<file path="config.mk">
export PLATFORM = sky130hd
export DESIGN_NAME = bus_rr_arbiter
export DESIGN_NICKNAME = d
export VERILOG_FILES = /design/src/rtl/bus_rr_arbiter.sv
export SDC_FILE = /design/constraint.sdc
export NUM_CORES = 1
export LEC_CHECK = 0
export CAP_MARGIN = 15
export CORE_ASPECT_RATIO = 0.75
export CORE_UTILIZATION = 41
export CTS_CLUSTER_DIAMETER = 50
export DETAILED_ROUTE_END_ITERATION = 12
export PLACE_DENSITY_LB_ADDON = 0.2
export SYNTH_ARGS = -nofsm -noshare
export SYNTH_HDL_FRONTEND = slang
export SYNTH_SLANG_ARGS = --single-unit
</file>
<file path="constraint.sdc">
create_clock -name clk -period 2 [get_ports clk]
set_input_delay 0.5 -clock clk [delete_from_list [all_inputs] [get_ports clk]]
set_output_delay 0.5 -clock clk [all_outputs]
set_load 0.05 [all_outputs]
</file>
<file path="src/rtl/bus_rr_arbiter.sv">
// Two-CPU round-robin arbiter/sequencer for the shared dmem port and coherence bus.
// One owner at a time; outputs are registered from the next-state decode.
module bus_rr_arbiter #(
  parameter int unsigned ADDR_W  = 13,
  parameter int unsigned TIMEOUT = 15
) (
  input  logic              clk,
  input  logic              rst,
  input  logic              req_0,
  input  logic              req_1,
  input  logic [1:0]        op_0,
  input  logic [1:0]        op_1,
  input  logic [ADDR_W-1:0] addr_0,
  input  logic [ADDR_W-1:0] addr_1,
  input  logic              mem_rdy,
  output logic              grant_0,
  output logic              grant_1,
  output logic              mem_re,
  output logic              mem_we,
  output logic [ADDR_W-1:0] mem_addr,
  output logic              busy,
  output logic              timeout_err,
  output logic              last_grant
);

  localparam int unsigned CNT_W = $clog2(TIMEOUT + 1);

  typedef enum logic [1:0] {IDLE, ISSUE, WAIT, COH} state_t;

  state_t              state, state_d;
  logic [CNT_W-1:0]    cnt, cnt_d;
  logic [ADDR_W-1:0]   addr_d;
  logic                lg_d;
  logic                win;
  logic [1:0]          sel_op;
  logic                re_d, we_d, tmo_d, busy_d;

  // last_grant doubles as the owner of the transaction in flight.
  always_comb begin
    state_d = state;
    cnt_d   = cnt;
    addr_d  = mem_addr;
    lg_d    = last_grant;
    win     = 1'b0;
    sel_op  = 2'b00;
    re_d    = 1'b0;
    we_d    = 1'b0;
    tmo_d   = 1'b0;

    unique case (state)
      IDLE: begin
        if (req_0 || req_1) begin
          win    = (req_0 && req_1) ? !last_grant : req_1;
          sel_op = win ? op_1 : op_0;
          lg_d   = win;
          addr_d = win ? addr_1 : addr_0;
          cnt_d  = '0;
          if (sel_op[1]) begin
            state_d = COH;
          end else begin
            state_d = ISSUE;
            re_d    = (sel_op[0] == 1'b0);
            we_d    = (sel_op[0] == 1'b1);
          end
        end
      end
      ISSUE: begin
        state_d = WAIT;
        cnt_d   = '0;
      end
      WAIT: begin
        // mem_rdy takes precedence over an expiring timeout in the same cycle.
        if (mem_rdy) begin
          state_d = IDLE;
          cnt_d   = '0;
        end else if (cnt == CNT_W'(TIMEOUT - 1)) begin
          state_d = IDLE;
          cnt_d   = '0;
          tmo_d   = 1'b1;
        end else begin
          cnt_d = cnt + CNT_W'(1);
        end
      end
      COH: begin
        if (cnt == CNT_W'(1)) begin
          state_d = IDLE;
          cnt_d   = '0;
        end else begin
          cnt_d = cnt + CNT_W'(1);
        end
      end
      default: begin
        state_d = IDLE;
        cnt_d   = '0;
      end
    endcase

    busy_d = (state_d != IDLE);
  end

  always_ff @(posedge clk or posedge rst) begin
    if (rst) begin
      state       <= IDLE;
      cnt         <= '0;
      grant_0     <= 1'b0;
      grant_1     <= 1'b0;
      mem_re      <= 1'b0;
      mem_we      <= 1'b0;
      mem_addr    <= '0;
      busy        <= 1'b0;
      timeout_err <= 1'b0;
      last_grant  <= 1'b1;
    end else begin
      state       <= state_d;
      cnt         <= cnt_d;
      grant_0     <= busy_d && !lg_d;
      grant_1     <= busy_d && lg_d;
      mem_re      <= re_d;
      mem_we      <= we_d;
      mem_addr    <= addr_d;
      busy        <= busy_d;
      timeout_err <= tmo_d;
      last_grant  <= lg_d;
    end
  end

endmodule

</file>
==> results.toml <==
[outcome]
status = "finished, final reports clean"

[layout]
mostFrequentLayoutCell = "clkdlybuf4s50_1"
area_delta_synth_final_pct = 54.00
layout_common_cells = "clkdlybuf4s50_1 (51), dfrtp_1 (25), nand2_1 (18)"
diodes = 0
fillers = 226
fin_nets = 216
layout-drive-gt1-share_pct = 10.56

[critical_path]
crit_family = "buffers and inverters"
cp-end-kind = "output port"
cp_data_required_time_ps = 1500
path_cells = "clkdlybuf4s50_1"
arrival_ps = 1440
worstSetupPathType = "reg -> out"
startpoint_type = "flip-flop"
critPathMaxFanout = 2
cp.buffers_inverters = 1
slowest_delay_ps = 810
crit_path_top_delay_cell = "clkdlybuf4s50_1"

[floorplanning]
core_area_um2 = 2723
die_w_um = 65.37
initial_utilization_pct = 45.36
die_h_um = 49.53
pin_count = 55
rows = 16
die-area_um2 = 3238

[route]
wl_per_cell_um = 12.38
drc_errors = 0
drt_wl_total_um = 2673
first_pass_iters = 4
vias_per_cell = 5.144
antenna_left = 0
drt_iter0_drc = 27
vias = 1111

[clocking]
clk_pin_slew_worst_paths_ps = 80
insertion_delay_ps = 270
htreeDepth = 1
tritoncts = "yes"
cts_buffers = 3
cts_root_buffer = "clkbuf_8"
ctsLongestPathBuffers = 2
clkSinkCount = 26

[pwr]
finalPower_uw = 2788
p_seq_share_pct = 32.5
clockPowerShare_pct = 10.7
p_per_area_nw_per_um2 = 1466
p_sw_share_pct = 47.32
leakagePower_uw = 0.0008373
p_sw_uw = 1319
ir_worst_vdd_mv = 0.6846
p_int_uw = 1469
pwr-share-comb_pct = 56.9

[sta]
setup-tns-final_ps = 0
finalCriticalPeriod_ps = 1938
fin_crit_sh_pct = 96.90
final.setup_skew_ps = 4.943
fmax_ghz = 0.5160
layout_setup_ws_ps = 62.10
tightest_slew_ps = 505.7
report.final.slew_viol_count = 0
grt_setup_unrepaired = "no"
hold_ws_ps = 488.4
hold_viol = 0
setup_viol = 0
relSlewSlack_pct = 66.18

[grt]
antenna_found_initial = 0
grt_pass1_vias = 1098
grt_pass1_wl_um = 4623
grt.overflow.total = 0
grtUsageTotal_pct = 18.61
grt_max_degree = 31

[run]
cap_violations = 0

[placement]
dpl.hpwl_um = 2094
port_buffers = 54
place.gp.congestion = 0.7503
post-place-ws_ps = 47.09

[yosys]
ys_seq_area_share_pct = 52.79
postSynthAreaPerCell_um2 = 10.29
synth_cells = 120
syn_nets = 155
ys_types = 28
synth_seq_cells = 26
syn_area_um2 = 1235
yosysWarnings = 0

[worst_hold_path]
min_path_type = "reg -> reg"
==> state kept, by name, summed over array words and instances, names as in the netlist <==
signal and cells:
busy 1, cnt 4, grant_0 1, grant_1 1
last_grant 1, mem_addr 13, mem_re 1, mem_we 1
state 2, timeout_err 1
==> synthesized netlist by cell type <==
cell type | instances | area (um^2)
xnor2_1 | 1 | 8.760
a31oi_1 | 1 | 6.260
a21boi_1 | 1 | 7.510
nor4b_1 | 1 | 8.760
nand2_1 | 18 | 67.56
buf_4 | 1 | 7.510
a21oi_1 | 4 | 20.02
nor2b_1 | 1 | 6.260
and4b_1 | 1 | 10.01
buf_6 | 2 | 22.52
nor3_1 | 4 | 20.02
a22o_1 | 2 | 17.52
o211ai_1 | 1 | 7.510
nand3b_1 | 1 | 7.510
o22ai_2 | 1 | 12.51
nand3_1 | 3 | 15.01
o31ai_1 | 1 | 7.510
or3b_1 | 2 | 17.52
inv_1 | 4 | 15.01
dfrtp_1 | 25 | 625.6
o21ai_0 | 17 | 85.08
nor4_2 | 1 | 12.51
dfstp_2 | 1 | 26.28
nor2_1 | 7 | 26.28
nor4b_2 | 1 | 15.01
a21o_1 | 1 | 7.510
clkbuf_1 | 3 | 11.26
mux2i_1 | 14 | 140.1
==> repair_timing <==
| action | CTS | global route |
|---|---|---|
| endpoints found under the hold margin | 0 | 0 |
| hold buffers | 0 | 0 |
| gates resized for setup | 0 | 1 |
| setup endpoints to repair | 0 | 1 |
| buffers inserted | 0 | 0 |
==> power groups by stage <==
stage / Clock (uW) / Combinational [uW] / Sequential [uW]
3_3_place_gp: 0 / 1560 / 902
3_5_place_dp: 0 / 1600 / 916
6_report: 297 / 1590 / 905
2_1_floorplan: 0 / 486 / 1470
4_1_cts: 309 / 1610 / 906
5_1_grt: 325 / 1710 / 942
==> per-stage QoR <==
| step | area [um^2] | std cells | utilization, % |
|---|---|---|---|
| 6_report | 1902 | 216 | 69.85 |
| 3_5_place_dp | 1854 | 212 | 68.11 |
| 2_1_floorplan | 1235 | 120 | - |
| 4_1_cts | 1899 | 216 | 69.76 |
| 5_1_grt | 1902 | 216 | 69.85 |
| 3_3_place_gp | 1854 | 212 | 68.11 |
==> final cells by class <==
class	count	area, um^2	area share [%]
clock buffer	4	45.04	2.368
inverter	4	15.01	0.7895
multi-input combinational	84	534.3	28.09
sequential	26	651.9	34.28
tap	36	45.04	2.368
timing repair buffer	62	610.6	32.11
==> final timing paths <==
kind / from / slack [ps] / cells after the start / to
setup / recovery: mem_addr[7] / 60 / 1 / mem_addr[7]
hold / removal: mem_addr[3] / 490 / 2 / mem_addr[3]
setup reg to reg: state[0] / 500 / 4 / cnt[2]
hold reg to reg: mem_addr[3] / 490 / 2 / mem_addr[3]
max in group asynchronous: rst / 1130 / 3 / last_grant
min in group asynchronous: rst / 580 / 3 / state[0]
==> kinds of logic (layout without fill, tap and decap cells) <==
logic type	count (synthesis)	after routing	share of synthesized area, %
buffers and inverters	10	70	4.559
XOR/XNOR	1	1	0.7093
flip-flops	26	26	52.79
multiplexers	14	14	11.35
AO/OA/AOI/OAI	29	29	13.88
AND/OR/NAND/NOR	40	40	16.72
==> routing by layer <==
metal	share of wire (%)	track usage, %
met5	0	0
met4	1.7	6.522
met3	8.5	5.093
met2	50	33.16
met1	40	21.23
Note: power is estimated with default switching activity, not from simulation.
